<file path="src/rtl/mesm6_io_pkg.sv">
// Shared types and bus widths for the MESM-6 peripheral register bus arbiter.
package mesm6_io_pkg;

  localparam int IO_ADDR_W = 15;
  localparam int IO_DATA_W = 48;

  typedef enum logic [1:0] {
    IDLE  = 2'd0,
    ISSUE = 2'd1,
    WAIT  = 2'd2,
    DONE  = 2'd3
  } io_state_t;

endpackage

</file>
<file path="src/rtl/mesm6_rr_pick.sv">
// Combinational round-robin picker: first pending index at or after ptr, wrapping mod NREQ.
module mesm6_rr_pick #(
  parameter int NREQ  = 2,
  parameter int PTR_W = (NREQ > 1) ? $clog2(NREQ) : 1
) (
  input  logic [NREQ-1:0]  pending,
  input  logic [PTR_W-1:0] ptr,
  output logic             valid,
  output logic [PTR_W-1:0] winner
);

  localparam logic [PTR_W:0] NREQ_V = (PTR_W + 1)'(NREQ);

  logic [2*NREQ-1:0] dbl;
  logic [NREQ-1:0]   rot;
  logic [PTR_W-1:0]  off;
  logic [PTR_W:0]    sum;

  // rot[k] is the pending bit of requester (ptr + k) mod NREQ.
  assign dbl = {pending, pending} >> ptr;
  assign rot = dbl[NREQ-1:0];

  always_comb begin
    off = '0;
    for (int k = NREQ - 1; k >= 0; k--) begin
      if (rot[k]) begin
        off = PTR_W'(k);
      end
    end
  end

  assign valid  = |rot;
  assign sum    = {1'b0, ptr} + {1'b0, off};
  assign winner = (sum >= NREQ_V) ? PTR_W'(sum - NREQ_V) : PTR_W'(sum);

endmodule

</file>
<file path="src/rtl/mesm6_io_arbiter.sv">
// Round-robin arbiter sharing one MESM-6 peripheral register bus between NREQ requesters,
// with a one-cycle device strobe and a timeout error completion.
module mesm6_io_arbiter
  import mesm6_io_pkg::*;
#(
  parameter int NREQ    = 2,
  parameter int TIMEOUT = 15
) (
  input  logic                      clk,
  input  logic                      reset,
  input  logic [NREQ-1:0]           req_read,
  input  logic [NREQ-1:0]           req_write,
  input  logic [NREQ*IO_ADDR_W-1:0] req_addr,
  input  logic [NREQ*IO_DATA_W-1:0] req_wdata,
  output logic [NREQ-1:0]           req_done,
  output logic                      req_err,
  output logic [IO_DATA_W-1:0]      req_rdata,
  output logic [IO_ADDR_W-1:0]      io_addr,
  output logic                      io_read,
  output logic                      io_write,
  output logic [IO_DATA_W-1:0]      io_wdata,
  input  logic [IO_DATA_W-1:0]      io_rdata,
  input  logic                      io_done,
  output logic                      busy
);

  localparam int PTR_W = (NREQ > 1) ? $clog2(NREQ) : 1;
  localparam int CNT_W = (TIMEOUT > 1) ? $clog2(TIMEOUT + 1) : 1;
  localparam logic [CNT_W-1:0] CNT_LIMIT = CNT_W'(TIMEOUT);
  localparam logic [PTR_W-1:0] LAST_IDX  = PTR_W'(NREQ - 1);

  io_state_t            state_q, state_d;
  logic [PTR_W-1:0]     ptr_q, ptr_d;
  logic [PTR_W-1:0]     grant_q, grant_d;
  logic                 write_q, write_d;
  logic                 err_q, err_d;
  logic [CNT_W-1:0]     cnt_q, cnt_d;
  logic [IO_ADDR_W-1:0] addr_q, addr_d;
  logic [IO_DATA_W-1:0] wdata_q, wdata_d;
  logic [IO_DATA_W-1:0] rdata_q, rdata_d;

  logic [NREQ-1:0]      pending;
  logic [IO_ADDR_W-1:0] addr_arr  [NREQ];
  logic [IO_DATA_W-1:0] wdata_arr [NREQ];
  logic                 pick_valid;
  logic [PTR_W-1:0]     pick_winner;

  genvar gi;
  generate
    for (gi = 0; gi < NREQ; gi++) begin : g_unpack
      assign pending[gi]   = req_read[gi] | req_write[gi];
      assign addr_arr[gi]  = req_addr[gi*IO_ADDR_W +: IO_ADDR_W];
      assign wdata_arr[gi] = req_wdata[gi*IO_DATA_W +: IO_DATA_W];
    end
  endgenerate

  mesm6_rr_pick #(
    .NREQ  (NREQ),
    .PTR_W (PTR_W)
  ) u_pick (
    .pending (pending),
    .ptr     (ptr_q),
    .valid   (pick_valid),
    .winner  (pick_winner)
  );

  always_ff @(posedge clk or posedge reset) begin
    if (reset) begin
      state_q <= IDLE;
      ptr_q   <= '0;
      grant_q <= '0;
      write_q <= 1'b0;
      err_q   <= 1'b0;
      cnt_q   <= '0;
      addr_q  <= '0;
      wdata_q <= '0;
      rdata_q <= '0;
    end else begin
      state_q <= state_d;
      ptr_q   <= ptr_d;
      grant_q <= grant_d;
      write_q <= write_d;
      err_q   <= err_d;
      cnt_q   <= cnt_d;
      addr_q  <= addr_d;
      wdata_q <= wdata_d;
      rdata_q <= rdata_d;
    end
  end

  always_comb begin
    state_d = state_q;
    ptr_d   = ptr_q;
    grant_d = grant_q;
    write_d = write_q;
    err_d   = err_q;
    cnt_d   = cnt_q;
    addr_d  = addr_q;
    wdata_d = wdata_q;
    rdata_d = rdata_q;
    case (state_q)
      IDLE: begin
        if (pick_valid) begin
          grant_d = pick_winner;
          addr_d  = addr_arr[pick_winner];
          wdata_d = wdata_arr[pick_winner];
          // A simultaneous read+write from one requester is issued as a write.
          write_d = req_write[pick_winner];
          state_d = ISSUE;
        end
      end
      ISSUE: begin
        cnt_d   = '0;
        state_d = WAIT;
      end
      WAIT: begin
        if (io_done) begin
          rdata_d = write_q ? '0 : io_rdata;
          err_d   = 1'b0;
          state_d = DONE;
        end else if (cnt_q == CNT_LIMIT) begin
          rdata_d = '0;
          err_d   = 1'b1;
          state_d = DONE;
        end else begin
          cnt_d = cnt_q + CNT_W'(1);
        end
      end
      DONE: begin
        ptr_d   = (grant_q == LAST_IDX) ? '0 : grant_q + PTR_W'(1);
        state_d = IDLE;
      end
      default: state_d = IDLE;
    endcase
  end

  always_comb begin
    req_done  = '0;
    req_err   = 1'b0;
    req_rdata = '0;
    io_read   = 1'b0;
    io_write  = 1'b0;
    io_addr   = addr_q;
    io_wdata  = wdata_q;
    busy      = (state_q != IDLE);
    if (state_q == ISSUE) begin
      io_read  = ~write_q;
      io_write = write_q;
    end
    if (state_q == DONE) begin
      req_done[grant_q] = 1'b1;
      req_err           = err_q;
      req_rdata         = rdata_q;
    end
  end

endmodule

</file>
<file path="config.mk">
export PLATFORM = sky130hd
export DESIGN_NAME = mesm6_io_arbiter
export DESIGN_NICKNAME = d
export VERILOG_FILES = /design/src/rtl/mesm6_io_pkg.sv /design/src/rtl/mesm6_rr_pick.sv /design/src/rtl/mesm6_io_arbiter.sv
export SDC_FILE = /design/constraint.sdc
export NUM_CORES = 1
export LEC_CHECK = 0
export ABC_AREA = 1
export BUFFER_PORTS_ARGS = -buffer_cell sky130_fd_sc_hd__buf_2
export CORE_MARGIN = 3
export CORE_UTILIZATION = 45
export DETAILED_ROUTE_END_ITERATION = 10
export PLACE_DENSITY_LB_ADDON = 0.1
export SLEW_MARGIN = 10
export SYNTH_ARGS = -nofsm -noshare
export SYNTH_HDL_FRONTEND = slang
export SYNTH_SLANG_ARGS = --single-unit
</file>
<file path="constraint.sdc">
create_clock -name clk -period 8.6 [get_ports clk]
set_clock_uncertainty 0.1 [all_clocks]
set_input_delay 1.72 -clock clk [delete_from_list [all_inputs] [get_ports clk]]
set_output_delay 1.72 -clock clk [all_outputs]
set_load 0.01 [all_outputs]
</file>
# Word-level counts from Yosys, hierarchy flattened
# Index checks and enable logic that the tools add are counted.
[word_totals]
in_bits = 181
register_bits = 121
output_inout_bits = 117
[classes]
bitwise_logic = 4
reduce_logical = 10
shift = 1
n_mux = 31
n_addsub = 4
n_lt_le_gt_ge = 5
eq_ne = 8
[op_table]
columns = ["op", "count"]
rows = [
  ["48-bit two-way mux", 7],
  ["15-bit two-way mux", 3],
  ["1-bit two-way mux", 12],
  ["2-bit two-way mux", 4],
  ["4-bit two-way mux", 2],
  ["2-bit one-hot mux with 4 select lines", 1],
  ["4-bit one-hot mux with 2 select lines", 1],
  ["2-bit != test, second input constant", 3],
  ["2-bit AND reduction", 3],
  ["2-bit nonzero test", 3],
  ["4-bit by 1-bit adder with 4-bit output, second input constant", 1],
  ["2-bit == test, second input constant", 2],
  ["4-bit == test, second input constant", 1],
  ["2-bit >= comparator, second input constant", 2],
  ["1-bit by 2-bit less-than comparator with 1-bit output, second input constant", 2],
  ["4-bit by 1-bit right shift with 2-bit output", 1],
  ["3-bit != test, second input constant", 1],
  ["3-bit AND reduction", 1],
  ["1-bit by 1-bit adder with 2-bit output", 1],
  ["2-bit by 1-bit == test with 1-bit output, second input constant", 1],
  ["2-bit logical NOT", 1],
  ["1-bit inverter with 2-bit output", 1],
  ["1-bit OR", 2],
  ["2-bit OR reduction", 1],
  ["other kinds (6)", 6],
]

# Logic depth before layout (Yosys ltp)
# Gate-level depths: netlist (run 1).
[depth]
word_depth = 11
mapped_depth = 9
ltp_nobuf = 8

# By module
# From an unflattened synthesis (run 1), not the netlist that was laid out.
[hier_totals]
hier_cells = 735
hier_area_um2 = 5724.2
[by_module_without_submodules]
columns = ["mod", "area_per_inst_um2", "cells_per_inst", "seq_area_each_um2", "instances"]
rows = [
  ["mesm6_io_arbiter", 5705.5, 731, 3027.9, 1],
  ["mesm6_rr_pick", 18.8, 4, 0.0, 1],
]

# Worst setup path after synthesis (run 1)
# OpenSTA, ideal clock, no wires.
[synth_timing]
path_type = "register to output"
from = "reg state_q[1]"
to = "out req_rdata[10]"
setup_slack_ns = 5.644
path_stages_with_launch = 6
t_required_ns = 6.780
n_path_buf = 2
arrival_ns = 1.136
cell_sequence = "dfrtp_1 -> ha_1 -> clkbuf_1 -> clkbuf_1 -> nand2_1 -> inv_1"
[synth_via]
elab_chain_len = 2
[synth_rtl]
columns = ["element", "line_no", "source"]
rows = [
  ["start, declared", "mesm6_io_arbiter.sv:32", "io_state_t state_q, state_d;"],
  ["start signal, assigned", "mesm6_io_arbiter.sv:79", "state_q <= state_d;"],
  ["2-bit == test", "mesm6_io_arbiter.sv:150", "if (state_q == DONE) begin"],
  ["48-bit two-way mux", "mesm6_io_arbiter.sv:150", ""],
  ["end, declared", "mesm6_io_arbiter.sv:17", "output logic [IO_DATA_W-1:0] req_rdata,"],
]
# Every way passes these cells.

# Final worst setup path (run 1)
[layout_timing]
from = "reg state_q[1]"
to = "out req_rdata[21]"
# Same word-level chain as after synthesis.

==> impl_metrics.tcl, run 1 <==
set metrics [dict create \
    status "finished, final reports clean" \
    finalCritPeriodShare_pct 45.7 \
    total_power_mw 2.88 \
    via_per_inst 4.76 \
    maxCapViolCount 0 \
    synth.top_cell.area_share_pct 44.8 \
    ys_seq_area_share_pct 44.8 \
    synthMuxAreaShare_pct 0.148 \
    antenna_found_initial 2 \
    grt_pass1_vias 6044 \
    path_cells "ha_2, nand2_1, inv_1, buf_2" \
    reg2reg_depth 6 \
    wl_per_cell_um 14.1 \
    synth_common_cells "nand2_1, inv_1, nand3_1" \
    cts_setup_buffers 0 \
    path_class "flip-flop to output port" \
    syn-instance-count 934 \
    drc_errors 0 \
    p_int_mw 1.68 \
    critPathRequiredTime_ns 6.78 \
    p_leak_nw 5.71 \
    drive_gt1_share_pct 30.8 \
    pwr-share-seq_pct 34.9 \
    drt-total-wl_um 19700 \
    met3_usage_pct 6.43 \
    synth_area_per_cell_um2 7.23 \
    dp_hpwl_um 13500 \
    worstSetupStartpointType "flip-flop" \
    syn-cell-area_mm2 0.00675 \
    ys_warn_count 0 \
    firstDrtPassIters 5 \
    worst-path-buf-inv 2 \
    drt_iter0_drc 534 \
    grt_use_total_pct 23.6 \
    worstMarginPinSlew_ns 1.12 \
    syn-num-nets 1120 \
    path_clk_slew_ns 0.05 \
    cp.arrival_ns 2.11 \
    reg2reg_slack_ns 6.03 \
    grt_util_met1_pct 31.3 \
    grt_max_degree 80 \
    slew_headroom_pct 25.1 \
    end_kind "output port" \
    ios 298 \
    min_path_cells 2 \
    clockBufferDepth 2 \
    pwr_density_cell_mw_per_mm2 331 \
    yosys.area_share.xor_xnor_pct 0.130 \
    via_count 6633 \
    synthTopCellsByArea "dfrtp_1, nand2_1, nand3_1, inv_1, nand3_2" \
    reg2reg_from "state_q[0]" \
    hold_path_end "io_wdata[32]" \
    finalSetupTns_ns 0 \
    core_mm2 0.0146 \
    combPwrFrac_pct 42.2 \
    cts-htree-levels 4 \
    rsz0062_at_grt "no" \
    hold_viol 0 \
    p_sw_share_pct 41.6 \
    port_buffers 297 \
    period_needed_ns 3.93 \
    critPathSlowestCell "ha_2" \
    start_util_pct 46.3 \
    hp-start "io_wdata[32]" \
    antenna_left 0 \
    grt_most_used_layer "met2" \
    r2r_end "rdata_q[29]" \
    synth_compound_area_share_pct 4.28 \
    synth_top_family_by_area "simple AND/OR/NAND/NOR gates" \
    syn2layout_area_growth_pct 28.9 \
    cp_top_family "adder cells" \
    power.switching_mw 1.20 \
    pwr-share-clk_pct 22.9 \
    die_area_mm2 0.0165 \
    ys_ff_latch 121 \
    synthFlopType "dfrtp_1" \
    synth_adder_area_share_pct 0.927 \
    synth_cell_type_count 24 \
    dieWidth_um 128 \
    cts.sinks 121 \
    synth_area_leader_cell "dfrtp_1" \
    max_freq_mhz 254 \
    die_h_um 128 \
    synth_most_common_cell "nand2_1" \
    clk_latency_ns 0.42 \
    cts_root_buf "clkbuf_16" \
    drv_slew 0 \
    slowest_delay_ns 0.88 \
    critical_path_peak_fanout 52 \
    cts_tree "done" \
    numCtsBuffers 17 \
    cts_hold_buf 0 \
    async_flop_share_pct 100 \
    layout.nets 1381 \
    cts_resized 0 \
    synth_edf_count 0 \
    synth_simple_gate_area_share_pct 33.8 \
    fp-row-count 44 \
    routabilityCongestion 0.856 \
    grt_pass1_wl_um 31100 \
    grtUsageMet2_pct 38.2 \
    peakVddDrop_uv 219 \
    hp-class "flip-flop to flip-flop" \
    finalSetupViolations 0 \
    gr-total-overflow 0 \
]
-- cells in the final DEF (no fill, tap or decap) --
master,count
a21oi_1,5
buf_2,297
buf_4,4
bufinv_16,1
clkbuf_1,6
clkbuf_16,17
clkbuf_8,2
clkinv_2,3
clkinv_4,1
clkinvlp_4,2
dfrtp_1,121
diode_2,1
ha_1,4
ha_2,1
inv_1,187
inv_2,3
inv_4,1
mux2i_1,1
nand2_1,303
nand2_2,3
nand2_4,2
nand3_1,151
nand3_2,30
nor2_1,6
nor2_2,1
nor2_4,2
o21ai_0,50
o21ai_1,1
o21ai_2,1
or2_2,1
xor2_1,1
-- state kept, by name, summed over array words and instances (netlist names) --
| signal | cells |
|---|---|
| cnt_q | 4 |
| err_q | 1 |
| grant_q | 1 |
| io_addr | 15 |
| io_wdata | 48 |
| ptr_q | 1 |
| rdata_q | 48 |
| state_q | 2 |
| write_q | 1 |
-- kinds of logic (layout without fill, tap and decap cells) --
kind of cell / after synthesis / after routing
compound gates: 57 / 57
xor+xnor: 1 / 1
fa+ha+maj: 5 / 5
buf+inv: 250 / 524
flops: 121 / 121
mux: 1 / 1
other cells: 0 / 1
simple gates: 499 / 499
-- area by class of cell --
class	instances	area [um2]
multi-input cells	563	2670
repair buffers	301	1520
well taps	184	230
diodes	1	2.50
fillers	1461	5880
clock buffers	25	475
clock inverters	7	68.8
flip-flops and latches	121	3030
inverters	191	719
-- power groups by stage --
stage / Clock, mW / Combinational (mW) / Sequential, mW
CTS: 0.673 / 1.24 / 1.00
detailed placement: 0 / 1.24 / 1.00
global route: 0.700 / 1.38 / 1.04
floorplan: 0 / 0.800 / 1.05
finish: 0.659 / 1.21 / 1.01
global placement: 0 / 1.22 / 1.00
-- worst min-delay path: stages, from the launching register on --
cell and delay [ns]:
dfrtp_1 0.33, nand2_1 0.05, nand2_1 0.05
-- layer usage --
metal	share of wire (%)	wire (um)	vias to the layer above
met1	41	8050	2999
met2	49	9590	267
met3	8.7	1720	22
li1	-	-	3343
met5	0.056	11	-
met4	1.5	286	2
-- metrics by stage --
stage | area [um2] | setup WS, ns | std cells | util, % | hold slack [ns]
6_report | 8710 | 4.67 | 1393 | 59.7 | 0.369
5_1_grt | 8710 | 4.54 | 1393 | 59.7 | 0.397
4_1_cts | 8700 | 4.69 | 1392 | 59.7 | 0.375
3_5_place_dp | 8160 | 4.46 | 1360 | 55.9 | 0.359
3_3_place_gp | 8160 | 4.53 | 1360 | 55.9 | 0.359
2_1_floorplan | 6750 | 3.57 | 934 | - | 0.372
-- worst max-delay path by stage --
stage                     to  cells after the start         start  slack, ns
2_1_floorplan       cnt_q[0]                      1         reset       3.57
3_3_place_gp    io_wdata[37]                      9   req_read[1]       4.53
3_5_place_dp    io_wdata[25]                      9  req_write[1]       4.46
4_1_cts        req_rdata[21]                      4    state_q[1]       4.69
5_1_grt        req_rdata[36]                      4    state_q[1]       4.54
6_report       req_rdata[21]                      4    state_q[1]       4.67
No activity file was read; power rests on OpenSTA's default activity.
==> run 2: changes to the inputs <==
Clock period 8.6 ns to 3.9 ns, I/O delays scaled along.
==> run 2 against run 1 <==
  * Sequential cell count unchanged
  * Wire length decreased by 0.27%
  * Worst setup slack got worse by 3.7 ns
  * Sequential power increased by 120%
  * Largest cell class unchanged
  * Register-to-register slack got worse by 4.3 ns
  * Utilization increased by 1.2 points
  * Critical endpoint is now req_done[1]
  * Global-route usage about the same
  * Critical path type unchanged
  * First-iteration DRC count decreased by 35%
==> impl_metrics.tcl, run 2 (synthesis results as in run 1) <==
set metrics [dict create \
    max_freq_mhz 340 \
    start_util_pct 46.3 \
    finalSetupViolations 0 \
    worstSetupStartpointType "flip-flop" \
    cp.arrival_ns 2.06 \
    hold_viol 0 \
    cts_setup_buffers 0 \
    finalCritPeriodShare_pct 75.5 \
    cts-htree-levels 4 \
    grt_pass1_wl_um 31300 \
    layout.nets 1385 \
    syn2layout_area_growth_pct 31.6 \
    finalSetupTns_ns 0 \
    critPathRequiredTime_ns 3.02 \
    slew_headroom_pct 28.8 \
    ios 298 \
    reg2reg_from "state_q[0]" \
    grt_max_degree 122 \
    core_mm2 0.0146 \
    drv_slew 0 \
    status "finished, final reports clean" \
    worstMarginPinSlew_ns 1.07 \
    gr-total-overflow 0 \
    grt_use_total_pct 23.7 \
    placed_cells 1364 \
    drt-total-wl_um 19600 \
    grt_pass1_vias 6456 \
    cts_root_buf "clkbuf_16" \
    cts_resized 0 \
    peakVddDrop_uv 361 \
    instances_no_fill 1396 \
    fp-row-count 44 \
    r2r_end "rdata_q[19]" \
    mostFrequentLayoutCell "nand2_1" \
    via_per_inst 4.80 \
    p_leak_nw 5.80 \
    hp-class "flip-flop to flip-flop" \
    pwr_density_cell_mw_per_mm2 760 \
    via_count 6702 \
    path_class "flip-flop to output port" \
    antenna_found_initial 2 \
    die_area_mm2 0.0165 \
    drt_iter0_drc 348 \
    clockBufferDepth 2 \
    clk_latency_ns 0.40 \
    drive_gt1_share_pct 31.2 \
    routabilityCongestion 0.809 \
    maxCapViolCount 0 \
    hold_path_end "io_wdata[37]" \
    critical_path_peak_fanout 52 \
    reg2reg_depth 7 \
    firstDrtPassIters 4 \
    mostFrequentLayoutCells "nand2_1, buf_2, inv_1" \
    cts_hold_buf 0 \
    diodes 0 \
    period_needed_ns 2.94 \
    rsz0062_at_grt "no" \
    wl_per_cell_um 14.0 \
    min_path_cells 2 \
    cts.sinks 121 \
    end_kind "output port" \
    reg2reg_slack_ns 1.70 \
    fin_util_pct 60.9 \
    dp_hpwl_um 13300 \
    port_buffers 297 \
    dieWidth_um 128 \
    hp-start "io_wdata[37]" \
    path_clk_slew_ns 0.05 \
    die_h_um 128 \
    drc_errors 0 \
    numCtsBuffers 17 \
    antenna_left 0 \
    cts_tree "done" \
]
## run 2: critical path, cell delays in order (launching register included)
cell	delay (ns)
dfrtp_1	0.40
ha_2	0.85
nand2_1	0.17
inv_1	0.10
buf_2	0.13
## run 2: area by class of cell
cell class                      count  area [um2]
Multi-Input combinational cell    563        2670
Clock buffer                       25         495
Fill cell                        1417        5710
Tap cell                          184         230
Timing Repair Buffer              305        1560
Sequential cell                   121        3030
Clock inverter                      7         185
Inverter                          191         721
## run 2: per-layer routing
layer | global-route usage (%) | up-vias | wire, um
met5 | 0 | - | 14
met1 | 30.2 | 3051 | 8150
met4 | 8.80 | 4 | 489
met3 | 7.02 | 36 | 1770
met2 | 38.3 | 261 | 9180
li1 | - | 3350 | -
## run 2: worst max-delay path by stage
stage	start	end	slack, ns
final	state_q[1]	req_done[1]	0.96
after global routing	state_q[1]	req_done[1]	0.79
after CTS	state_q[1]	req_done[1]	0.93
after detailed placement	state_q[1]	req_done[1]	1.39
after global placement	state_q[1]	req_done[1]	1.48
after floorplan	reset	cnt_q[0]	1.54
## run 2: per-stage QoR
stage,setup slack [ns],hold slack (ns),power [mW],area [um2]
3_5_place_dp,1.39,0.361,4.99,8200
2_1_floorplan,1.54,0.372,4.08,6760
3_3_place_gp,1.48,0.357,4.95,8200
6_report,0.956,0.370,6.75,8880
4_1_cts,0.929,0.376,6.83,8880
5_1_grt,0.792,0.394,7.30,8880
## run 2: where the power goes
| group | internal (mW) | leakage, nW | switching, mW |
|---|---|---|---|
| Combinational | 0.936 | 3.93 | 1.76 |
| Clock | 1.27 | 0.332 | 0.545 |
| Sequential | 1.88 | 1.54 | 0.355 |
